[config.mk]
export PLATFORM = sky130hd
export DESIGN_NAME = seq_pattern_gen
export DESIGN_NICKNAME = d
export VERILOG_FILES = /design/src/rtl/seq_pkg.sv /design/src/rtl/seq_gap_timer.sv /design/src/rtl/seq_pattern_gen.sv
export SDC_FILE = /design/constraint.sdc
export NUM_CORES = 1
export LEC_CHECK = 0
export CAP_MARGIN = 20
export CORE_MARGIN = 10
export CORE_UTILIZATION = 45
export CTS_CLUSTER_DIAMETER = 60
export DETAILED_ROUTE_END_ITERATION = 8
export PLACE_DENSITY = 0.78
export SYNTH_ARGS = -nofsm -noshare
export SYNTH_HDL_FRONTEND = slang
export SYNTH_SLANG_ARGS = --single-unit
[constraint.sdc]
create_clock -name clk -period 6.8 [get_ports clk]
set_clock_uncertainty 0.2 [all_clocks]
set_input_delay 1.02 -clock clk [delete_from_list [all_inputs] [get_ports clk]]
set_output_delay 1.02 -clock clk [all_outputs]
set_load 0.01 [all_outputs]
[src/rtl/seq_pkg.sv]
// Shared definitions for the serial pattern generator and its detector-side models.
package seq_pkg;

    typedef enum logic [1:0] {
        IDLE = 2'd0,
        SEND = 2'd1,
        GAP  = 2'd2,
        DONE = 2'd3
    } seq_state_e;

    localparam int unsigned DEF_PAT_W = 3;
    localparam logic [DEF_PAT_W-1:0] DEF_PATTERN = 3'b101;

endpackage

[src/rtl/seq_gap_timer.sv]
// Loadable down-counter with a zero flag; times the idle dwell between patterns.
module seq_gap_timer #(
    parameter int unsigned GAP_W = 4
) (
    input  logic             clk,
    input  logic             rst,
    input  logic             i_load,
    input  logic             i_dec,
    input  logic [GAP_W-1:0] i_value,
    output logic             o_zero_c
);

    logic [GAP_W-1:0] r_cnt;

    always_ff @(posedge clk) begin
        if (rst) begin
            r_cnt <= '0;
        end else if (i_load) begin
            r_cnt <= i_value;
        end else if (i_dec && (r_cnt != '0)) begin
            r_cnt <= r_cnt - GAP_W'(1);
        end
    end

    assign o_zero_c = (r_cnt == '0);

endmodule

[src/rtl/seq_pattern_gen.sv]
// Serial pattern transmitter: repeats PATTERN (MSB first) a programmed number of
// times with a programmable idle gap, flagging the last bit of each pattern.
module seq_pattern_gen
    import seq_pkg::*;
#(
    parameter int unsigned           PAT_W   = DEF_PAT_W,
    parameter logic [PAT_W-1:0]      PATTERN = DEF_PATTERN,
    parameter int unsigned           CNT_W   = 8,
    parameter int unsigned           GAP_W   = 4
) (
    input  logic             clk,
    input  logic             rst,
    input  logic             start,
    input  logic [CNT_W-1:0] count,
    input  logic [GAP_W-1:0] gap,
    output logic             out,
    output logic             frame_mark,
    output logic             busy,
    output logic             done
);

    localparam int unsigned IDX_W = (PAT_W > 1) ? $clog2(PAT_W) : 1;
    localparam logic [IDX_W-1:0] LAST_IDX = IDX_W'(PAT_W - 1);

    localparam logic [1:0] ST_IDLE = 2'(IDLE);
    localparam logic [1:0] ST_SEND = 2'(SEND);
    localparam logic [1:0] ST_GAP  = 2'(GAP);
    localparam logic [1:0] ST_DONE = 2'(DONE);

    logic [1:0]       r_state;
    logic [IDX_W-1:0] r_bit_idx;
    logic [CNT_W-1:0] r_rem;
    logic [GAP_W-1:0] r_gap;
    logic             r_out;
    logic             r_frame;
    logic             r_busy;
    logic             r_done;

    logic [1:0]       w_state_n;
    logic [IDX_W-1:0] w_idx_n;
    logic [CNT_W-1:0] w_rem_n;
    logic [GAP_W-1:0] w_gap_n;
    logic             w_out_n;
    logic             w_frame_n;
    logic             w_busy_n;
    logic             w_done_n;
    logic             w_tmr_load;
    logic             w_tmr_dec;
    logic             w_tmr_zero;

    // Timer is loaded with gap-1 so its zero flag marks the final idle cycle.
    seq_gap_timer #(
        .GAP_W (GAP_W)
    ) u_gap_timer (
        .clk      (clk),
        .rst      (rst),
        .i_load   (w_tmr_load),
        .i_dec    (w_tmr_dec),
        .i_value  (r_gap - GAP_W'(1)),
        .o_zero_c (w_tmr_zero)
    );

    // Next state and next registered outputs; r_bit_idx names the bit now on out.
    always_comb begin
        w_state_n  = r_state;
        w_idx_n    = r_bit_idx;
        w_rem_n    = r_rem;
        w_gap_n    = r_gap;
        w_out_n    = 1'b0;
        w_frame_n  = 1'b0;
        w_busy_n   = 1'b0;
        w_done_n   = 1'b0;
        w_tmr_load = 1'b0;
        w_tmr_dec  = 1'b0;

        case (r_state)
            ST_IDLE: begin
                if (start) begin
                    w_busy_n = 1'b1;
                    if (count != '0) begin
                        w_state_n = ST_SEND;
                        w_idx_n   = LAST_IDX;
                        w_rem_n   = count;
                        w_gap_n   = gap;
                        w_out_n   = PATTERN[LAST_IDX];
                    end else begin
                        w_state_n = ST_DONE;
                        w_done_n  = 1'b1;
                    end
                end
            end
            ST_SEND: begin
                w_busy_n = 1'b1;
                if (r_bit_idx != '0) begin
                    w_idx_n   = r_bit_idx - IDX_W'(1);
                    w_out_n   = PATTERN[w_idx_n];
                    w_frame_n = (w_idx_n == '0);
                end else begin
                    w_rem_n = r_rem - CNT_W'(1);
                    if (r_rem == CNT_W'(1)) begin
                        w_state_n = ST_DONE;
                        w_done_n  = 1'b1;
                    end else if (r_gap == '0) begin
                        w_idx_n = LAST_IDX;
                        w_out_n = PATTERN[LAST_IDX];
                    end else begin
                        w_state_n  = ST_GAP;
                        w_tmr_load = 1'b1;
                    end
                end
            end
            ST_GAP: begin
                w_busy_n = 1'b1;
                if (w_tmr_zero) begin
                    w_state_n = ST_SEND;
                    w_idx_n   = LAST_IDX;
                    w_out_n   = PATTERN[LAST_IDX];
                end else begin
                    w_tmr_dec = 1'b1;
                end
            end
            ST_DONE: begin
                w_state_n = ST_IDLE;
            end
            default: begin
                w_state_n = ST_IDLE;
            end
        endcase
    end

    always_ff @(posedge clk) begin
        if (rst) begin
            r_state   <= ST_IDLE;
            r_bit_idx <= '0;
            r_rem     <= '0;
            r_gap     <= '0;
            r_out     <= 1'b0;
            r_frame   <= 1'b0;
            r_busy    <= 1'b0;
            r_done    <= 1'b0;
        end else begin
            r_state   <= w_state_n;
            r_bit_idx <= w_idx_n;
            r_rem     <= w_rem_n;
            r_gap     <= w_gap_n;
            r_out     <= w_out_n;
            r_frame   <= w_frame_n;
            r_busy    <= w_busy_n;
            r_done    <= w_done_n;
        end
    end

    assign out        = r_out;
    assign frame_mark = r_frame;
    assign busy       = r_busy;
    assign done       = r_done;

endmodule

==> Word level (Yosys, flattened, before mapping) <==
Cells that the tools add are included.
{ "word_totals": {"reg_bits": 24, "output_inout_bits": 4} }
{ "op_classes": {"n_addsub": 4, "magnitude_cmp": 1, "n_eq_ne": 11, "n_mux": 42, "n_bitwise": 2, "n_reduce_logical": 17} }
{ "op_table": {"columns": ["operator", "n"], "rows": [
  ["2-bit 2-to-1 mux", 12],
  ["8-bit 2-to-1 mux", 3],
  ["1-bit 2-to-1 mux", 18],
  ["8-bit case mux with 2 select lines", 1],
  ["3-bit != test (second input constant)", 3],
  ["8-bit by 1-bit equality test with 1-bit output (second input constant)", 1],
  ["4-bit zero test", 2],
  ["4-bit 2-to-1 mux", 2],
  ["2-bit case mux with 4 select lines", 1],
  ["4-bit AND reduction", 2],
  ["8-bit nonzero test", 1],
  ["4-bit by 1-bit subtractor with 4-bit output (second input constant)", 2],
  ["8-bit by 1-bit subtractor with 8-bit output (second input constant)", 1],
  ["2-bit != test (second input constant)", 3],
  ["2-bit case mux with 3 select lines", 1],
  ["6-bit AND reduction", 1],
  ["2-bit nonzero test", 3],
  ["2-bit equality test (second input constant)", 2],
  ["2-bit zero test", 2],
  ["1-bit case mux with 2 select lines", 2],
  ["4-bit nonzero test", 1],
  ["2-bit by 3-bit less-than comparator with 1-bit output (second input constant)", 1],
  ["1-bit case mux with 3 select lines", 1],
  ["3-bit AND reduction", 1],
  ["other kinds (9)", 10]
]} }

==> Depth between registers and ports, before layout <==
{ "depth": {"ltp_word": 6, "ltp_mapped": 9, "depth_no_buf": 9} }

==> Modules after synthesis <==
A second synthesis with hierarchy kept.
{ "hier_totals": {"hier_cells": 202, "hier_area_um2": 1635.3} }
{ "by_module_without_submodules": {"columns": ["mod", "instances", "cells_per_inst", "area_each_um2"], "rows": [
  ["seq_pattern_gen", 1, 173, 1372.6],
  ["seq_gap_timer", 1, 29, 262.8]
]} }

==> Least setup slack after synthesis <==
OpenSTA, ideal clock, no wires.
{ "synth_timing": {"kind": "input-to-reg", "start": "in start", "end": "reg r_rem[5]", "setup_ns": 0.117, "t_arrival_ns": 2.097, "t_required_ns": 6.483, "setup_slack_ns": 4.386, "stages": 5, "path_buffers": 1, "path_cell_list": "nor2b_1 -> or3_1 -> buf_6 -> or3_1 -> a32o_1"} }
{ "synth_via": {"elab_chain_cells": 2} }
{ "synth_rtl": {"columns": ["element", "line", "text"], "rows": [
  ["start, declared", "seq_pattern_gen.sv:13", "input logic start,"],
  ["2-bit != test (no source line)", null, null],
  ["4-bit AND reduction (no source line)", null, null],
  ["end signal, assigned", "seq_pattern_gen.sv:144", "r_rem <= w_rem_n;"],
  ["end, declared", "seq_pattern_gen.sv:32", "logic [CNT_W-1:0] r_rem;"]
]} }
Every way passes these cells.
A chain may end at the register's enable or synchronous reset.

==> Worst setup path after layout <==
{ "layout_timing": {"start": "reg r_state[1]", "end": "reg u_gap_timer.r_cnt[2]"} }
{ "layout_via": {"elab_chain_cells": 4, "elab_cells_between_ends": 7, "cone_classes": "2 x eq/ne; 3 x mux; 2 x reduce/logical"} }
{ "layout_rtl": {"columns": ["element", "line", "text"], "rows": [
  ["start, declared", "seq_pattern_gen.sv:30", "logic [1:0] r_state;"],
  ["start signal, assigned", "seq_pattern_gen.sv:142", "r_state <= w_state_n;"],
  ["2-bit equality test", "seq_pattern_gen.sv:76", "case (r_state)"],
  ["1-bit 2-to-1 mux", "seq_pattern_gen.sv:76", null],
  ["1-bit logical AND", "seq_gap_timer.sv:20", "end else if (i_dec && (r_cnt != '0)) begin"],
  ["2-bit nonzero test (no source line)", null, null],
  ["end signal, assigned", "seq_gap_timer.sv:19", "r_cnt <= i_value;"],
  ["end signal, assigned", "seq_gap_timer.sv:21", "r_cnt <= r_cnt - GAP_W'(1);"],
  ["end, declared", "seq_gap_timer.sv:13", "logic [GAP_W-1:0] r_cnt;"]
]} }
Several ways; a longest one is shown, not always the timed one.

==> results.json <==
{
  "run_status": "finished clean",
  "portBuffers": 18,
  "synth_largest_area_cell": "dfxtp_1",
  "antenna_violating_nets_post_route": 0,
  "final_layout_size_suffix_gt1_share_pct": 6.11,
  "grt_setup_unrepaired": "no",
  "clock_power_share_pct": 10.5,
  "floorplan.die_area_mm2": 0.00597,
  "switch_pwr_uw": 345,
  "design.portCount": 19,
  "cts_tree": "built",
  "synthesis.nets": 190,
  "power_leakage_uw": 0.000625,
  "synth_cell_types": 49,
  "nNetsFinal": 206,
  "postCtsResizedCells": 0,
  "postSynth.asyncResetShare_pct": 0,
  "period_minus_slack_ns": 2.89,
  "chipHeight_um": 77.3,
  "finalWeightedCongestion": 0.869,
  "synth_sequential_area_ratio_pct": 32.6,
  "grt_first_pass_wirelength_mm": 6.41,
  "grt_most_used_layer": "met2",
  "critPathRequiredTime_ns": 6.83,
  "area_of_the_mapped_netlist_mm2": 0.00148,
  "p_int_uw": 398,
  "clk-insertion-delay-late_ns": 0.33,
  "synth_edf_count": 0,
  "hold_depth": 2,
  "numClockSinks": 24,
  "yosysWarningCount": 0,
  "gr-usage-met1_pct": 14.7,
  "synth_area_leaders": "dfxtp_1 (33%), ha_1 (8.5%), a21oi_1 (5.8%)",
  "floorplan_core_area_mm2": 0.00310,
  "first_iter_violations": 157,
  "timing.setup.critical_path_class": "flop to flop",
  "synthCells": 165,
  "power_per_cell_area_mw_per_mm2": 434,
  "timing.hold.worst.class": "flop to flop",
  "fin_crit_sh_pct": 42.5,
  "antenna_cells": 0,
  "syn2layout_area_growth_pct": 16.0,
  "final-setup-viol-count": 0,
  "critical_path.endpoint_type": "flop",
  "worst_setup_hold_path_clk_slew_ns": 0.14,
  "vias_per_instance": 6.21,
  "timing.hold.worst_endpoint": "r_rem[6]$_SDFFE_PP0P_",
  "hpwlAfterDp_mm": 2.81,
  "p_sw_share_pct": 46.4,
  "ys_seq_elements": 24,
  "yosys.cell_count.top_type": "dfxtp_1",
  "ir_worst_vdd_uv": 160,
  "grt_use_met2_pct": 21.2,
  "timing.rr.start": "r_state[1]$_SDFFE_PP0P_",
  "clock_path_buffers": 2,
  "core.rowCount": 20,
  "grt_pass1_vias": 1329,
  "post_synth.cell_area_avg_um2": 8.94,
  "cts_inserted_buffers": 3,
  "tightest_slew_ns": 0.876,
  "cp-start-kind": "flop",
  "root_buffer": "clkbuf_4",
  "share_comb_of_total_power_pct": 57.3,
  "drt_pass1_iterations": 4,
  "power.sequential.fraction_pct": 32.2,
  "finalMaxSlewViolations": 0,
  "regToRegEndpoint": "u_gap_timer.r_cnt[2]$_SDFFE_PP0P_",
  "number_of_buffers_inserted_for_hold_repair_after_clock_tree_synthesis": 0,
  "timing.critical_path.arrival_ns": 2.92,
  "wl_per_cell_um": 16.6,
  "synth_ff_type": "dfxtp_1",
  "p_total_uw": 743,
  "report.final.hold_viol_count": 0,
  "grt_residual_overflow": 0,
  "timing.slew.headroom_pct": 41.4,
  "vias": 1390,
  "floorplan.die.width_um": 77.3,
  "timing.reg2reg.setup_slack_ns": 3.91,
  "timing.fmax_mhz": 346,
  "initial_core_util_pct": 47.5,
  "ys_top_cells_by_count": "dfxtp_1 (24), a21oi_1 (17), nor2_1 (15)",
  "worst-r2r-cell-count": 9,
  "grt_antenna_before_repair": 0,
  "grt_max_degree": 24,
  "post-route-drc-count": 0,
  "detail_route.wirelength_mm": 3.71,
  "hold_path.startpoint": "r_rem[6]$_SDFFE_PP0P_",
  "clock_tree.htree_level_count": 1,
  "finalCoreUtilization_pct": 55.2,
  "finalSetupTns_ns": 0,
  "synthDominantCellAreaShare_pct": 32.6,
  "maxCapViolations": 0,
  "grt_usage_pct": 12.8,
  "met3_track_demand_over_resource_in_global_routing_pct": 4.08,
  "largest_fanout_on_the_critical_path": 15,
  "cts_post_setup_buffers_inserted": 0
}
## final cells by class
type                       count  area, µm²
fill                         308       1390
clock buffer                   4       36.3
tap                           44       55.1
timing repair buffer          18        180
sequential                    24        480
multi-input combinational    125        926
inverter                       9       33.8
## layout by cell type (no fill, tap or decap), types with 4 or more instances in the layout
master,instances
nand2_1,5
nand3_1,5
mux2i_1,6
o41ai_1,4
nor2_1,15
dfxtp_1,24
inv_1,9
a21oi_1,17
a311oi_1,4
and3_1,4
ha_1,10
clkdlybuf4s50_1,18
nor3_1,6
## critical path, cell delays in order, from the launching register on
cell      delay [ns]
dfxtp_1         0.37
inv_1           0.09
ha_1            0.51
nand2_1         0.16
a211oi_2        0.62
mux2i_1         0.28
ha_1            0.20
xnor2_1         0.12
a21oi_1         0.09
o21a_1          0.15
## registers in the layout, summed over array words and instances (netlist names)
register,cells
frame_mark,1
r_gap,4
r_bit_idx,2
r_state,2
u_gap_timer.r_cnt,4
busy,1
done,1
out,1
r_rem,8
## power by group through the flow
stage	clock network, µW	logic, µW	registers, µW
after floorplan	0	337	232
final	78.0	426	240
after CTS	79.3	425	239
after global placement	0	403	239
after detailed placement	0	421	243
after global routing	86.5	480	248
## cells by family after synthesis
group           Yosys count  share of synthesized area, %
compound gates           53                          26.5
xor+xnor                  3                          1.78
buf+inv                  16                          4.66
mux                       7                          4.83
simple gates             52                          21.2
flops                    24                          32.6
fa+ha+maj                10                          8.48
## per-stage QoR
step | worst slack, ns | std cells | hold slack, ns | cell area (µm²)
after floorplan | 4.39 | 165 | 0.264 | 1480
after global placement | 3.76 | 220 | 0.295 | 1680
after detailed placement | 3.64 | 220 | 0.293 | 1680
after CTS | 3.85 | 224 | 0.316 | 1710
after global routing | 3.63 | 224 | 0.353 | 1710
final | 3.91 | 224 | 0.319 | 1710
## layer usage
layer  share of wire (%)  routed length [µm]
met2                  50                1860
met4                 2.6                  97
met3                 5.0                 185
met1                  42                1570
met5                   0                   0
## worst max-delay path by stage
stage / depth (start not counted) / endpoint / slack (ns) / startpoint
finish: 9 / u_gap_timer.r_cnt[2]$_SDFFE_PP0P_ / 3.91 / r_state[1]$_SDFFE_PP0P_
floorplan: 5 / r_rem[5]$_SDFFE_PP0P_ / 4.39 / start
global placement: 5 / r_rem[5]$_SDFFE_PP0P_ / 3.76 / start
global route: 9 / u_gap_timer.r_cnt[2]$_SDFFE_PP0P_ / 3.63 / r_state[1]$_SDFFE_PP0P_
CTS: 9 / u_gap_timer.r_cnt[2]$_SDFFE_PP0P_ / 3.85 / r_state[1]$_SDFFE_PP0P_
detailed placement: 5 / r_rem[0]$_SDFFE_PP0P_ / 3.64 / count[2]
Power figures use the tool's default switching activity.
